File: src/rtl/vec_sequencer_pkg.sv
// Shared state encoding and default sizing (c5315 netlist) for the vector sequencer.
package vec_sequencer_pkg;

    localparam int          VEC_W_DEF  = 178;
    localparam int          OUT_W_DEF  = 123;
    localparam int          ADDR_W_DEF = 16;
    localparam logic [31:0] POLY_DEF   = 32'h04C11DB7;
    localparam logic [31:0] SEED_DEF   = 32'hFFFFFFFF;

    typedef enum logic [2:0] {
        S_IDLE,
        S_FETCH,
        S_LOAD,
        S_SETTLE,
        S_CAPTURE,
        S_FIN
    } state_t;

    function automatic logic [31:0] misr_next(input logic [31:0] sig,
                                              input logic [31:0] fold,
                                              input logic [31:0] poly);
        return {sig[30:0], 1'b0} ^ (sig[31] ? poly : 32'h0) ^ fold;
    endfunction

endpackage

File: src/rtl/vec_sequencer_misr.sv
// Folds a wide capture word into 32 bits (zero-padded top chunk) and shifts it into a MISR.
module vec_misr
    import vec_sequencer_pkg::*;
#(
    parameter int          IN_W = OUT_W_DEF,
    parameter logic [31:0] POLY = POLY_DEF,
    parameter logic [31:0] SEED = SEED_DEF
) (
    input  logic            i_clk,
    input  logic            i_rst,
    input  logic            i_clear,
    input  logic            i_en,
    input  logic [IN_W-1:0] i_data,
    output logic [31:0]     o_sig
);

    localparam int NCH   = (IN_W + 31) / 32;
    localparam int PAD_W = NCH * 32;

    logic [PAD_W-1:0] w_padded;
    logic [31:0]      w_fold;
    logic [31:0]      r_sig;

    assign w_padded = PAD_W'(i_data);

    always_comb begin
        w_fold = '0;
        for (int i = 0; i < NCH; i++) begin
            w_fold = w_fold ^ w_padded[i*32 +: 32];
        end
    end

    always_ff @(posedge i_clk or posedge i_rst) begin
        if (i_rst) begin
            r_sig <= SEED;
        end else if (i_clear) begin
            r_sig <= SEED;
        end else if (i_en) begin
            r_sig <= misr_next(r_sig, w_fold, POLY);
        end
    end

    assign o_sig = r_sig;

endmodule

File: src/rtl/vec_sequencer.sv
// Streams vectors from a synchronous memory into a combinational DUT, waits a settle time,
// hands the DUT outputs to a valid/ready sink and compresses them into a MISR signature.
//   state   | meaning
//   IDLE    | waiting for start
//   FETCH   | read strobe to vector memory
//   LOAD    | memory data registered onto dut_in
//   SETTLE  | counting down settle cycles
//   CAPTURE | capture offered to the sink until accepted
//   FIN     | run complete, done pulses next cycle
module vec_sequencer
    import vec_sequencer_pkg::*;
#(
    parameter int          VEC_W  = VEC_W_DEF,
    parameter int          OUT_W  = OUT_W_DEF,
    parameter int          ADDR_W = ADDR_W_DEF,
    parameter logic [31:0] POLY   = POLY_DEF,
    parameter logic [31:0] SEED   = SEED_DEF
) (
    input  logic              i_clk,
    input  logic              i_rst,
    input  logic              i_start,
    input  logic              i_abort,
    input  logic [ADDR_W-1:0] i_num_vec,
    input  logic [15:0]       i_num_loops,
    input  logic [7:0]        i_settle,
    output logic              o_mem_rd,
    output logic [ADDR_W-1:0] o_mem_addr,
    input  logic [VEC_W-1:0]  i_mem_rdata,
    output logic [VEC_W-1:0]  o_dut_in,
    input  logic [OUT_W-1:0]  i_dut_out,
    output logic              o_cap_valid,
    input  logic              i_cap_ready,
    output logic [OUT_W-1:0]  o_cap_data,
    output logic              o_busy,
    output logic              o_done,
    output logic              o_aborted,
    output logic [31:0]       o_signature,
    output logic [31:0]       o_vec_cnt
);

    state_t            r_state;
    logic [ADDR_W-1:0] r_num_vec;
    logic [15:0]       r_num_loops;
    logic [7:0]        r_settle;
    logic [7:0]        r_settle_cnt;
    logic [ADDR_W-1:0] r_addr;
    logic [15:0]       r_loop;
    logic              r_mem_rd;
    logic [VEC_W-1:0]  r_dut_in;
    logic              r_cap_valid;
    logic              r_cap_first;
    logic [OUT_W-1:0]  r_cap_data;
    logic              r_done;
    logic              r_aborted;
    logic [31:0]       r_vec_cnt;

    logic              w_handshake;
    logic              w_misr_clear;
    logic [OUT_W-1:0]  w_cap_data;

    // First capture cycle shows dut_out live so a zero settle still gets a full cycle after
    // dut_in changes; from then on the registered copy holds it stable under backpressure.
    assign w_cap_data   = r_cap_first ? i_dut_out : r_cap_data;
    assign w_handshake  = (r_state == S_CAPTURE) && r_cap_valid && i_cap_ready && !i_abort;
    assign w_misr_clear = (r_state == S_IDLE) && i_start;

    always_ff @(posedge i_clk or posedge i_rst) begin
        if (i_rst) begin
            r_state      <= S_IDLE;
            r_num_vec    <= '0;
            r_num_loops  <= '0;
            r_settle     <= '0;
            r_settle_cnt <= '0;
            r_addr       <= '0;
            r_loop       <= '0;
            r_mem_rd     <= 1'b0;
            r_dut_in     <= '0;
            r_cap_valid  <= 1'b0;
            r_cap_first  <= 1'b0;
            r_cap_data   <= '0;
            r_done       <= 1'b0;
            r_aborted    <= 1'b0;
            r_vec_cnt    <= '0;
        end else begin
            r_done    <= 1'b0;
            r_aborted <= 1'b0;
            r_mem_rd  <= 1'b0;
            if (r_state != S_IDLE && i_abort) begin
                r_state     <= S_IDLE;
                r_aborted   <= 1'b1;
                r_cap_valid <= 1'b0;
                r_cap_first <= 1'b0;
            end else begin
                case (r_state)
                    S_IDLE: begin
                        if (i_start) begin
                            r_num_vec   <= i_num_vec;
                            r_num_loops <= i_num_loops;
                            r_settle    <= i_settle;
                            r_vec_cnt   <= '0;
                            r_addr      <= '0;
                            r_loop      <= '0;
                            if (i_num_vec == '0 || i_num_loops == '0) begin
                                r_state <= S_FIN;
                            end else begin
                                r_state  <= S_FETCH;
                                r_mem_rd <= 1'b1;
                            end
                        end
                    end
                    S_FETCH: r_state <= S_LOAD;
                    S_LOAD: begin
                        r_dut_in <= i_mem_rdata;
                        if (r_settle == '0) begin
                            r_state     <= S_CAPTURE;
                            r_cap_valid <= 1'b1;
                            r_cap_first <= 1'b1;
                        end else begin
                            r_settle_cnt <= r_settle;
                            r_state      <= S_SETTLE;
                        end
                    end
                    S_SETTLE: begin
                        r_settle_cnt <= r_settle_cnt - 8'd1;
                        if (r_settle_cnt == 8'd1) begin
                            r_state     <= S_CAPTURE;
                            r_cap_valid <= 1'b1;
                            r_cap_first <= 1'b1;
                        end
                    end
                    S_CAPTURE: begin
                        if (r_cap_first) begin
                            r_cap_data  <= i_dut_out;
                            r_cap_first <= 1'b0;
                        end
                        if (w_handshake) begin
                            r_cap_valid <= 1'b0;
                            r_vec_cnt   <= r_vec_cnt + 32'd1;
                            if (r_addr < r_num_vec - ADDR_W'(1)) begin
                                r_addr   <= r_addr + ADDR_W'(1);
                                r_state  <= S_FETCH;
                                r_mem_rd <= 1'b1;
                            end else if (r_loop < r_num_loops - 16'd1) begin
                                r_addr   <= '0;
                                r_loop   <= r_loop + 16'd1;
                                r_state  <= S_FETCH;
                                r_mem_rd <= 1'b1;
                            end else begin
                                r_state <= S_FIN;
                            end
                        end
                    end
                    S_FIN: begin
                        r_done  <= 1'b1;
                        r_state <= S_IDLE;
                    end
                    default: r_state <= S_IDLE;
                endcase
            end
        end
    end

    vec_misr #(
        .IN_W (OUT_W),
        .POLY (POLY),
        .SEED (SEED)
    ) u_misr (
        .i_clk   (i_clk),
        .i_rst   (i_rst),
        .i_clear (w_misr_clear),
        .i_en    (w_handshake),
        .i_data  (w_cap_data),
        .o_sig   (o_signature)
    );

    assign o_mem_rd    = r_mem_rd;
    assign o_mem_addr  = r_addr;
    assign o_dut_in    = r_dut_in;
    assign o_cap_valid = r_cap_valid;
    assign o_cap_data  = w_cap_data;
    assign o_busy      = (r_state != S_IDLE);
    assign o_done      = r_done;
    assign o_aborted   = r_aborted;
    assign o_vec_cnt   = r_vec_cnt;

endmodule

File: config.mk
export PLATFORM = sky130hd
export DESIGN_NAME = vec_sequencer
export DESIGN_NICKNAME = d
export VERILOG_FILES = /design/src/rtl/vec_sequencer_pkg.sv /design/src/rtl/vec_sequencer_misr.sv /design/src/rtl/vec_sequencer.sv
export SDC_FILE = /design/constraint.sdc
export NUM_CORES = 1
export LEC_CHECK = 0
export ABC_AREA = 1
export CORE_AREA = 5 5 285 287
export CTS_BUF_LIST = sky130_fd_sc_hd__clkbuf_8
export DETAILED_ROUTE_END_ITERATION = 10
export DIE_AREA = 0 0 290 292
export HOLD_SLACK_MARGIN = 0.05
export SLEW_MARGIN = 30
export SYNTH_ARGS = -nofsm -noshare
export SYNTH_HDL_FRONTEND = slang
export SYNTH_HIERARCHICAL = 1
export SYNTH_SLANG_ARGS = --single-unit
File: constraint.sdc
create_clock -name i_clk -period 26.9 [get_ports i_clk]
set_clock_uncertainty 0.05 [all_clocks]
set_input_delay 6.725 -clock i_clk [delete_from_list [all_inputs] [get_ports i_clk]]
set_output_delay 6.725 -clock i_clk [all_outputs]
set_load 0.05 [all_outputs]
### Word-level counts from Yosys, hierarchy flattened

Index checks and enable logic that the tools add are counted.

* register bits after elaboration: 453
* output and inout bits: 386
* word-level logic and storage cells: 116
* bits of input ports: 346

* order comparisons: 2
* mux-type cells: 44
* equality and inequality tests: 16
* add/subtract/negate cells: 6
* bitwise logic cells: 6
* reduce and logical (&&, ||, !) cells: 26

Operator list (number)
* two-way mux 32 bit: 4
* XOR 32 bit: 4
* two-way mux 123 bit: 1
* two-way mux 16 bit: 7
* one-hot mux 16 bit (2 select lines): 2
* one-hot mux 32 bit (2 select lines): 1
* adder 16 x 1 -> 16 bit (second input constant): 2
* adder 32 x 1 -> 32 bit (second input constant): 1
* zero test 16 bit: 2
* < comparator 16 bit: 2
* subtractor 16 x 1 -> 16 bit (second input constant): 2
* XOR 32 x 27 -> 32 bit: 1
* two-way mux 27 bit: 1
* two-way mux 3 bit: 8
* one-hot mux 8 bit (2 select lines): 1
* one-hot mux 3 bit (5 select lines): 1
* two-way mux 1 bit: 14
* AND reduction 3 bit: 4
* == test 8 x 1 -> 1 bit (second input constant): 1
* zero test 8 bit: 1
* two-way mux 8 bit: 1
* AND reduction 4 bit: 2
* subtractor 8 x 1 -> 8 bit (second input constant): 1
* == test 3 x 2 -> 1 bit (second input constant): 2
* 20 further kinds: 34

### Longest topological paths before layout

Gate-level depths: netlist of the first run.

* depth after elaboration: 7
* depth in mapped cells: 21
* mapped depth without buffers: 20

### By module

Netlist of the first run, hierarchy kept.

Modules (own cells, without submodules)
* vec_sequencer: times used 1, area an instance 20453.4 um^2, cells an instance 2288
* vec_misr: times used 1, area an instance 3661.0 um^2, cells an instance 671

### Worst setup path before layout of the first run

No wires, ideal clock.

* path type: input to output
* start point: input i_dut_out[68]
* end point: output o_cap_data[68]
* cell stages on the path: 2
* setup slack: 12716 ps
* buffers on the path: 0
* data arrival time: 7409 ps
* required time: 20125 ps
* cells stage by stage: nand2_1 -> o21ai_0

* cells in the longest elaborated chain, start to end: 1

Ends and longest elaborated chain
* start: declaration: RTL line vec_sequencer.sv:30 `input logic [OUT_W-1:0] i_dut_out,`
* two-way mux 123 bit
* end: declaration: RTL line vec_sequencer.sv:33 `output logic [OUT_W-1:0] o_cap_data,`

No other way between the ends.

### Final worst setup path of the first run

* start point: input i_dut_out[98]
* end point: output o_cap_data[98]

Same word-level chain as after synthesis.

==> results.rst, run 1 <==
.. list-table::
   :header-rows: 1

   * - Metric
     - Value
   * - Total core area
     - 78,400 um2
   * - Area growth from synthesis to layout
     - 42.0%
   * - Largest net degree at the start of global routing
     - 226
   * - Endpoint of the worst-slack reg-to-reg timing path
     - r_loop[5]
   * - Summed instance area of the synthesized netlist
     - 24,100 um2
   * - Hold Fails Final Rpt
     - 0
   * - Overall Global Routing Usage
     - 0.194
   * - Placed Instance Area
     - 32,400 um2
   * - Arrival time of the worst setup path
     - 8.62 ns
   * - Vias post-DR
     - 21,800
   * - Number of violations of the max-capacitance limit
     - 0
   * - Post-DRT Antenna Nets
     - 0
   * - Critical Path Sink Type
     - primary output
   * - Number of setup buffers added after CTS
     - 0
   * - Comb pwr share
     - 0.604
   * - Proportion of register bits with asynchronous set or reset after synthesis
     - 1.00
   * - IR Drop Worst-Case VDD
     - 0.0872 mV
   * - Data required time of the critical path
     - 20.12 ns
   * - Clock-pin slew reported for the worst setup and hold paths after clock tree synthesis
     - 0.06 ns
   * - Port-buffer cells
     - 731
   * - Util after Layout
     - 0.437
   * - End point of the critical path
     - o_cap_data[98]
   * - Die Ht
     - 292 um
   * - Max Clock Freq
     - 64.9 MHz
   * - Clock network latency to the later pin of the worst-skew pair
     - 0.67 ns
   * - Launching element type of the critical path
     - input port
   * - Commonest non-fill, non-tap cell in the layout
     - nand2_1
   * - Placement row count
     - 103
   * - Final hold slack
     - 0.437 ns
   * - Wire length of the first global-routing pass
     - 130,000 um
   * - Maximum level of the CTS H-tree
     - 3
   * - Power density of the placed cells
     - 133 nW/um2
   * - Synth area leaders
     - dfrtp_1, nand2_1, o21ai_0
   * - Number of hold buffers added after cts
     - 0
   * - Worst Tran Pin Value
     - 0.951 ns
   * - Minimum clock period after layout
     - 15.40 ns
   * - Starting density of the core
     - 0.308
   * - Crit path kind
     - input port to primary output
   * - Count of nets after finishing
     - 4,070
   * - Bufs on Longest Clock Path
     - 3
   * - Slew headroom
     - 0.366
   * - Cell-internal power
     - 2.21 mW
   * - Fin area
     - 34,200 um2
   * - Syn nets
     - 3,342
   * - Post-Synthesis Mean Instance Area
     - 8.15 um2
   * - Number of synthesized register bits
     - 453
   * - Total chip power
     - 4.56 mW
   * - Maximum fanout along the worst path
     - 4
   * - Worst min path class
     - flip-flop to flip-flop
   * - Fraction of the cycle the final worst path needs
     - 0.572
   * - Iter 0 DRT Violations
     - 1,179
   * - Grt ovf
     - 0
   * - Ordered cell list for the critical path
     - clkdlybuf4s50_1, nand2_1, o21ai_1, clkdlybuf4s50_1
   * - Unrepaired setup endpoints after global routing
     - no
   * - Number of cells on the worst reg-to-reg path
     - 17
   * - Aggregate negative setup slack
     - 0 ns
   * - Switching Fraction
     - 0.515
   * - CP max-delay cell
     - clkdlybuf4s50_1
   * - Number of max-slew violations in the final report
     - 0
   * - Number of inserted filler cells in the final layout
     - 7,884
   * - Seq pwr share
     - 0.242
   * - Most used flip-flop cell after synthesis
     - dfrtp_1
   * - Part of the power in the clock network
     - 0.154
   * - Placement Setup Slack
     - 11.47 ns
   * - Number of cells in the design after placement
     - 4,645
   * - Proportion of netlist area held by the largest area contributor
     - 0.437
   * - Routed wire length
     - 85,100 um
   * - Number of global-route vias before repair
     - 21,500
   * - Library cell occupying the most area in the post-synthesis netlist
     - dfrtp_1
   * - Post-route worst setup slack
     - 11.50 ns
   * - Dpl hpwl
     - 64,000 um
   * - CP startpoint
     - i_dut_out[98]
   * - Outcome
     - finished clean
   * - Longest individual stage delay on the worst path
     - 0.95 ns
   * - Count of distinct cell types in the synthesized netlist
     - 46
   * - Sinks on the clock net
     - 453
   * - Number of buffers inserted during clock tree synthesis
     - 88
   * - Wire length per cell
     - 17.7 um
   * - Die ar.
     - 84,700 um2
   * - Leakage power of the design
     - 16.0 nW
   * - Vias per cell
     - 4.54
   * - Reg2reg start
     - r_num_vec[2]
   * - Number of synthesized flops with an enable pin
     - 0
   * - Synthesized instance count
     - 2,959
   * - Number of setup violations in the final report
     - 0
   * - Net switching component of the power
     - 2.35 mW
   * - Clock root buffer master
     - clkbuf_8
   * - Leading cell types in the layout, fill and taps excluded
     - nand2_1, clkdlybuf4s50_1, inv_1, dfrtp_1, o21ai_0
   * - Boundary pin count
     - 732
   * - Yosys warnings
     - 6
   * - TritonCTS clock tree
     - yes
   * - Initial antenna violation count
     - 7
   * - Die Width
     - 290 um
   * - Post-route non-filler standard cell count
     - 4,810
   * - # resized after CTS
     - 0
   * - DR pass1 iterations
     - 6
   * - Share of cells above drive strength 1
     - 0.0781
   * - Worst reg2reg setup slack
     - 22.70 ns
   * - Cell repeated most along the worst path
     - clkdlybuf4s50_1
   * - Post-route DRC violation count
     - 0
   * - GP Congestion
     - 0.864
   * - Share of synthesized area occupied by flip-flops and latches
     - 0.472
==> worst min path at each step <==
| stage | startpoint | end | slack [ns] | cells past startpoint |
|---|---|---|---|---|
| after floorplan | r_settle[6] | r_settle[6] | 0.41 | 2 |
| after global routing | o_dut_in[77] | o_dut_in[77] | 0.45 | 1 |
| after detailed placement | o_dut_in[57] | o_dut_in[57] | 0.43 | 1 |
| final | o_dut_in[52] | o_dut_in[52] | 0.44 | 1 |
| after CTS | o_dut_in[57] | o_dut_in[57] | 0.44 | 1 |
| after global placement | o_dut_in[103] | o_dut_in[103] | 0.42 | 1 |
==> power by group through the flow <==
| stage | clock [mW] | combinational, mW | sequential [mW] |
|---|---|---|---|
| floorplan | 0 | 1.37 | 1.59 |
| global placement | 0 | 2.76 | 1.10 |
| detailed placement | 0 | 2.78 | 1.12 |
| CTS | 0.731 | 2.79 | 1.11 |
| global route | 0.760 | 2.97 | 1.14 |
| finish | 0.702 | 2.75 | 1.10 |
==> cell type report <==
cell class / instances / area (um2) / share of cell area
clock buffers: 98 / 1350 / 0.0394
diodes: 6 / 15.0 / 0.000438
inverters: 403 / 1520 / 0.0444
repair buffers: 751 / 7540 / 0.220
well taps: 1050 / 1310 / 0.0384
multi-input cells: 1990 / 10700 / 0.313
clock inverters: 59 / 405 / 0.0118
flip-flops and latches: 453 / 11400 / 0.332
==> kinds of logic (layout without fill, tap and decap cells) <==
| kind of cell | after synthesis | count (layout) | share of synthesized area |
|---|---|---|---|
| and+or+nand+nor | 1294 | 1294 | 0.221 |
| other | 0 | 6 | 0 |
| buffers and inverters | 516 | 1311 | 0.0859 |
| adders and majority gates | 37 | 37 | 0.0192 |
| muxes | 178 | 178 | 0.0831 |
| AOI/OAI and AO/OA | 375 | 375 | 0.0803 |
| xor gates and xnor gates | 106 | 106 | 0.0391 |
| DFF | 453 | 453 | 0.472 |
==> per-layer routing <==
layer  GRT usage  part of all wire  wire length, um
met1       0.236              0.42            35300
met2       0.333              0.48            41100
met3      0.0497             0.064             5460
met4      0.0747             0.037             3170
met5           0           0.00013               11
==> sequential cells by signal, indices dropped and copies added (netlist names), 3 cells and up <==
signal,cells
r_settle_cnt,8
r_settle,8
r_loop,16
r_state,3
r_num_vec,16
o_dut_in,178
o_mem_addr,16
u_misr/o_sig,32
r_cap_data,123
r_num_loops,16
o_vec_cnt,32
==> cells in the mapped netlist, types with 2 or more instances <==
master      n
a21oi_1    44
dfrtp_1   421
xnor2_2     2
buf_4      15
xor2_1     57
nor2_2      2
o21bai_1    2
inv_1     398
o21a_1      3
nor2_1    209
nand4_1    44
nor4_1      7
ha_1       37
nor3_1     37
nor2_4      2
mux2_1    105
o21ai_0   310
a31oi_1     2
buf_1       3
nand2_1   828
nand3_1   130
buf_2      19
dfstp_2    32
nand3_2     3
inv_2       3
or2_2      21
clkbuf_1   70
buf_6       5
a21o_1      2
nand2_2     5
o31ai_1     6
xnor2_1    47
mux2_2     73
nand2b_1    2
clkinv_1    2
==> worst max-delay path: cells and delay by family <==
kind	cells	cell delay [ns]
buffers and inverters	2	1.40
AO/OA/AOI/OAI	1	0.44
AND/OR/NAND/NOR	1	0.05
Note: power is estimated with default switching activity, not from simulation.
==> run 2, diff against run 1 <==
Settings changed: CORE_AREA 5 5 285 287 to 5 5 278 280, DIE_AREA 0 0 290 292 to 0 0 283 285.
Clock period 26.9 ns to 12.7 ns, I/O delays scaled along.
==> run 2 against run 1 <==
Net effect: combinational power rose by 110%; worst setup slack got worse by 7.2 ns; die area fell by 4.8%; critical path type unchanged; register-to-register slack got worse by 14 ns; power rose by 110%; global-route usage rose by 0.91 points; cell count fell by 1.8%.
==> results.rst, run 2 (same netlist as run 1, synthesis figures left out) <==
.. list-table::
   :header-rows: 1

   * - Metric
     - Value
   * - Fraction of the cycle the final worst path needs
     - 0.658
   * - Port-buffer cells
     - 731
   * - DR pass1 iterations
     - 6
   * - Arrival time of the worst setup path
     - 5.13 ns
   * - Iter 0 DRT Violations
     - 1,215
   * - Boundary pin count
     - 732
   * - Util after Layout
     - 0.460
   * - Overall Global Routing Usage
     - 0.203
   * - Cell-internal power
     - 4.65 mW
   * - Leakage power of the design
     - 15.9 nW
   * - Total core area
     - 74,200 um2
   * - Max Clock Freq
     - 120 MHz
   * - Initial antenna violation count
     - 11
   * - Number of global-route vias before repair
     - 21,200
   * - Crit-path leading delay family
     - buffers and inverters
   * - Data required time of the critical path
     - 9.47 ns
   * - Bufs on Longest Clock Path
     - 3
   * - Comb pwr share
     - 0.607
   * - Number of setup violations in the final report
     - 0
   * - Vias per cell
     - 4.60
   * - Wire length of the first global-routing pass
     - 129,000 um
   * - Routed wire length
     - 85,300 um
   * - Slew headroom
     - 0.376
   * - Wire length per cell
     - 18.0 um
   * - Placement row count
     - 100
   * - CP Buf/Inv Count
     - 2
   * - Die Ht
     - 285 um
   * - Seq pwr share
     - 0.244
   * - Critical Path Sink Type
     - primary output
   * - Starting density of the core
     - 0.325
   * - Flip-flop count of the largest register after layout
     - 178
   * - Leading cell types in the layout, fill and taps excluded
     - nand2_1, clkdlybuf4s50_1, inv_1, dfrtp_1, o21ai_0
   * - Placed Instance Area
     - 32,300 um2
   * - Worst min path class
     - flip-flop to flip-flop
   * - Area growth from synthesis to layout
     - 41.5%
   * - Outcome
     - finished clean
   * - Number of inserted filler cells in the final layout
     - 7,317
   * - Ordered cell list for the critical path
     - clkdlybuf4s50_1, nand2_1, o21ai_0, clkdlybuf4s50_1
   * - Net switching component of the power
     - 4.98 mW
   * - IR Drop Worst-Case VDD
     - 0.179 mV
   * - Grt ovf
     - 0
   * - Commonest non-fill, non-tap cell in the layout
     - nand2_1
   * - Launching element type of the critical path
     - input port
   * - Largest net degree at the start of global routing
     - 248
   * - Fin area
     - 34,100 um2
   * - Clock-pin slew reported for the worst setup and hold paths after clock tree synthesis
     - 0.06 ns
   * - # resized after CTS
     - 0
   * - Crit path kind
     - input port to primary output
   * - Part of the power in the clock network
     - 0.149
   * - Aggregate negative setup slack
     - 0 ns
   * - Maximum fanout along the worst path
     - 5
   * - Unrepaired setup endpoints after global routing
     - no
   * - Worst Tran Pin Value
     - 0.934 ns
   * - Die Width
     - 283 um
   * - Hold Fails Final Rpt
     - 0
   * - GP Congestion
     - 0.876
   * - TritonCTS clock tree
     - yes
   * - Switching Fraction
     - 0.517
   * - Number of violations of the max-capacitance limit
     - 0
   * - Clock network latency to the later pin of the worst-skew pair
     - 0.67 ns
   * - Area used by multi-input combinational logic
     - 10,700 um2
   * - Power density of the placed cells
     - 282 nW/um2
   * - Count of nets after finishing
     - 4,066
   * - Number of hold buffers added after cts
     - 0
   * - Die ar.
     - 80,700 um2
   * - Post-DRT Antenna Nets
     - 0
   * - CP max-delay cell
     - clkdlybuf4s50_1
   * - Maximum level of the CTS H-tree
     - 3
   * - Minimum clock period after layout
     - 8.36 ns
   * - Number of max-slew violations in the final report
     - 0
   * - Longest individual stage delay on the worst path
     - 0.99 ns
   * - Clock root buffer master
     - clkbuf_8
   * - Vias post-DR
     - 21,700
   * - Sinks on the clock net
     - 453
   * - Final hold slack
     - 0.439 ns
   * - Number of setup buffers added after CTS
     - 0
   * - Cell repeated most along the worst path
     - clkdlybuf4s50_1
   * - Share of cells above drive strength 1
     - 0.0779
   * - Post-route DRC violation count
     - 0
   * - Dpl hpwl
     - 63,500 um
   * - Number of buffers inserted during clock tree synthesis
     - 84
   * - Sequential cell area
     - 11,400 um2
## run 2: worst paths after layout
check                                     from  cells after the start               to  slack [ns]
worst max-delay path            i_dut_out[119]                      4  o_cap_data[119]        4.34
worst min-delay path              o_dut_in[54]                      1     o_dut_in[54]        0.44
worst max register to register    r_num_vec[2]                     17       r_loop[11]        8.45
worst min register to register    o_dut_in[54]                      1     o_dut_in[54]        0.44
max in group asynchronous                i_rst                      5   r_cap_data[99]        7.57
min in group asynchronous                i_rst                      2   r_cap_data[96]        3.00
## run 2: power groups by stage
stage	Sequential [mW]	Combinational, mW	Clock (mW)
finish	2.34	5.85	1.43
global route	2.42	6.28	1.56
CTS	2.35	5.92	1.49
detailed placement	2.37	5.89	0
global placement	2.35	5.85	0
floorplan	3.38	2.89	0
## run 2: per-stage QoR
step / cells / total power [mW] / setup slack, ns
after floorplan: 2959 / 6.27 / 3.80
after global placement: 4563 / 8.20 / 4.14
after detailed placement: 4563 / 8.26 / 4.36
after CTS: 4715 / 9.76 / 4.35
after global routing: 4724 / 10.3 / 4.27
final: 4724 / 9.63 / 4.34
## run 2: area by class of cell
type,instances,share of cell area
flip-flops and latches,453,0.334
multi-input cells,1990,0.314
repair buffers,751,0.222
inverters,403,0.0445
clock buffers,106,0.0428
well taps,969,0.0355
clock inverters,46,0.00752
diodes,6,0.000440
## run 2: layer usage
| layer | share of wire | global-route usage | vias to the layer above | wire length, um |
|---|---|---|---|---|
| met4 | 0.032 | 0.0684 | 4 | 2690 |
| met1 | 0.40 | 0.239 | 10100 | 34200 |
| li1 | - | - | 10800 | - |
| met5 | 0.00028 | 0 | - | 24 |
| met2 | 0.50 | 0.360 | 684 | 42600 |
| met3 | 0.068 | 0.0556 | 144 | 5760 |
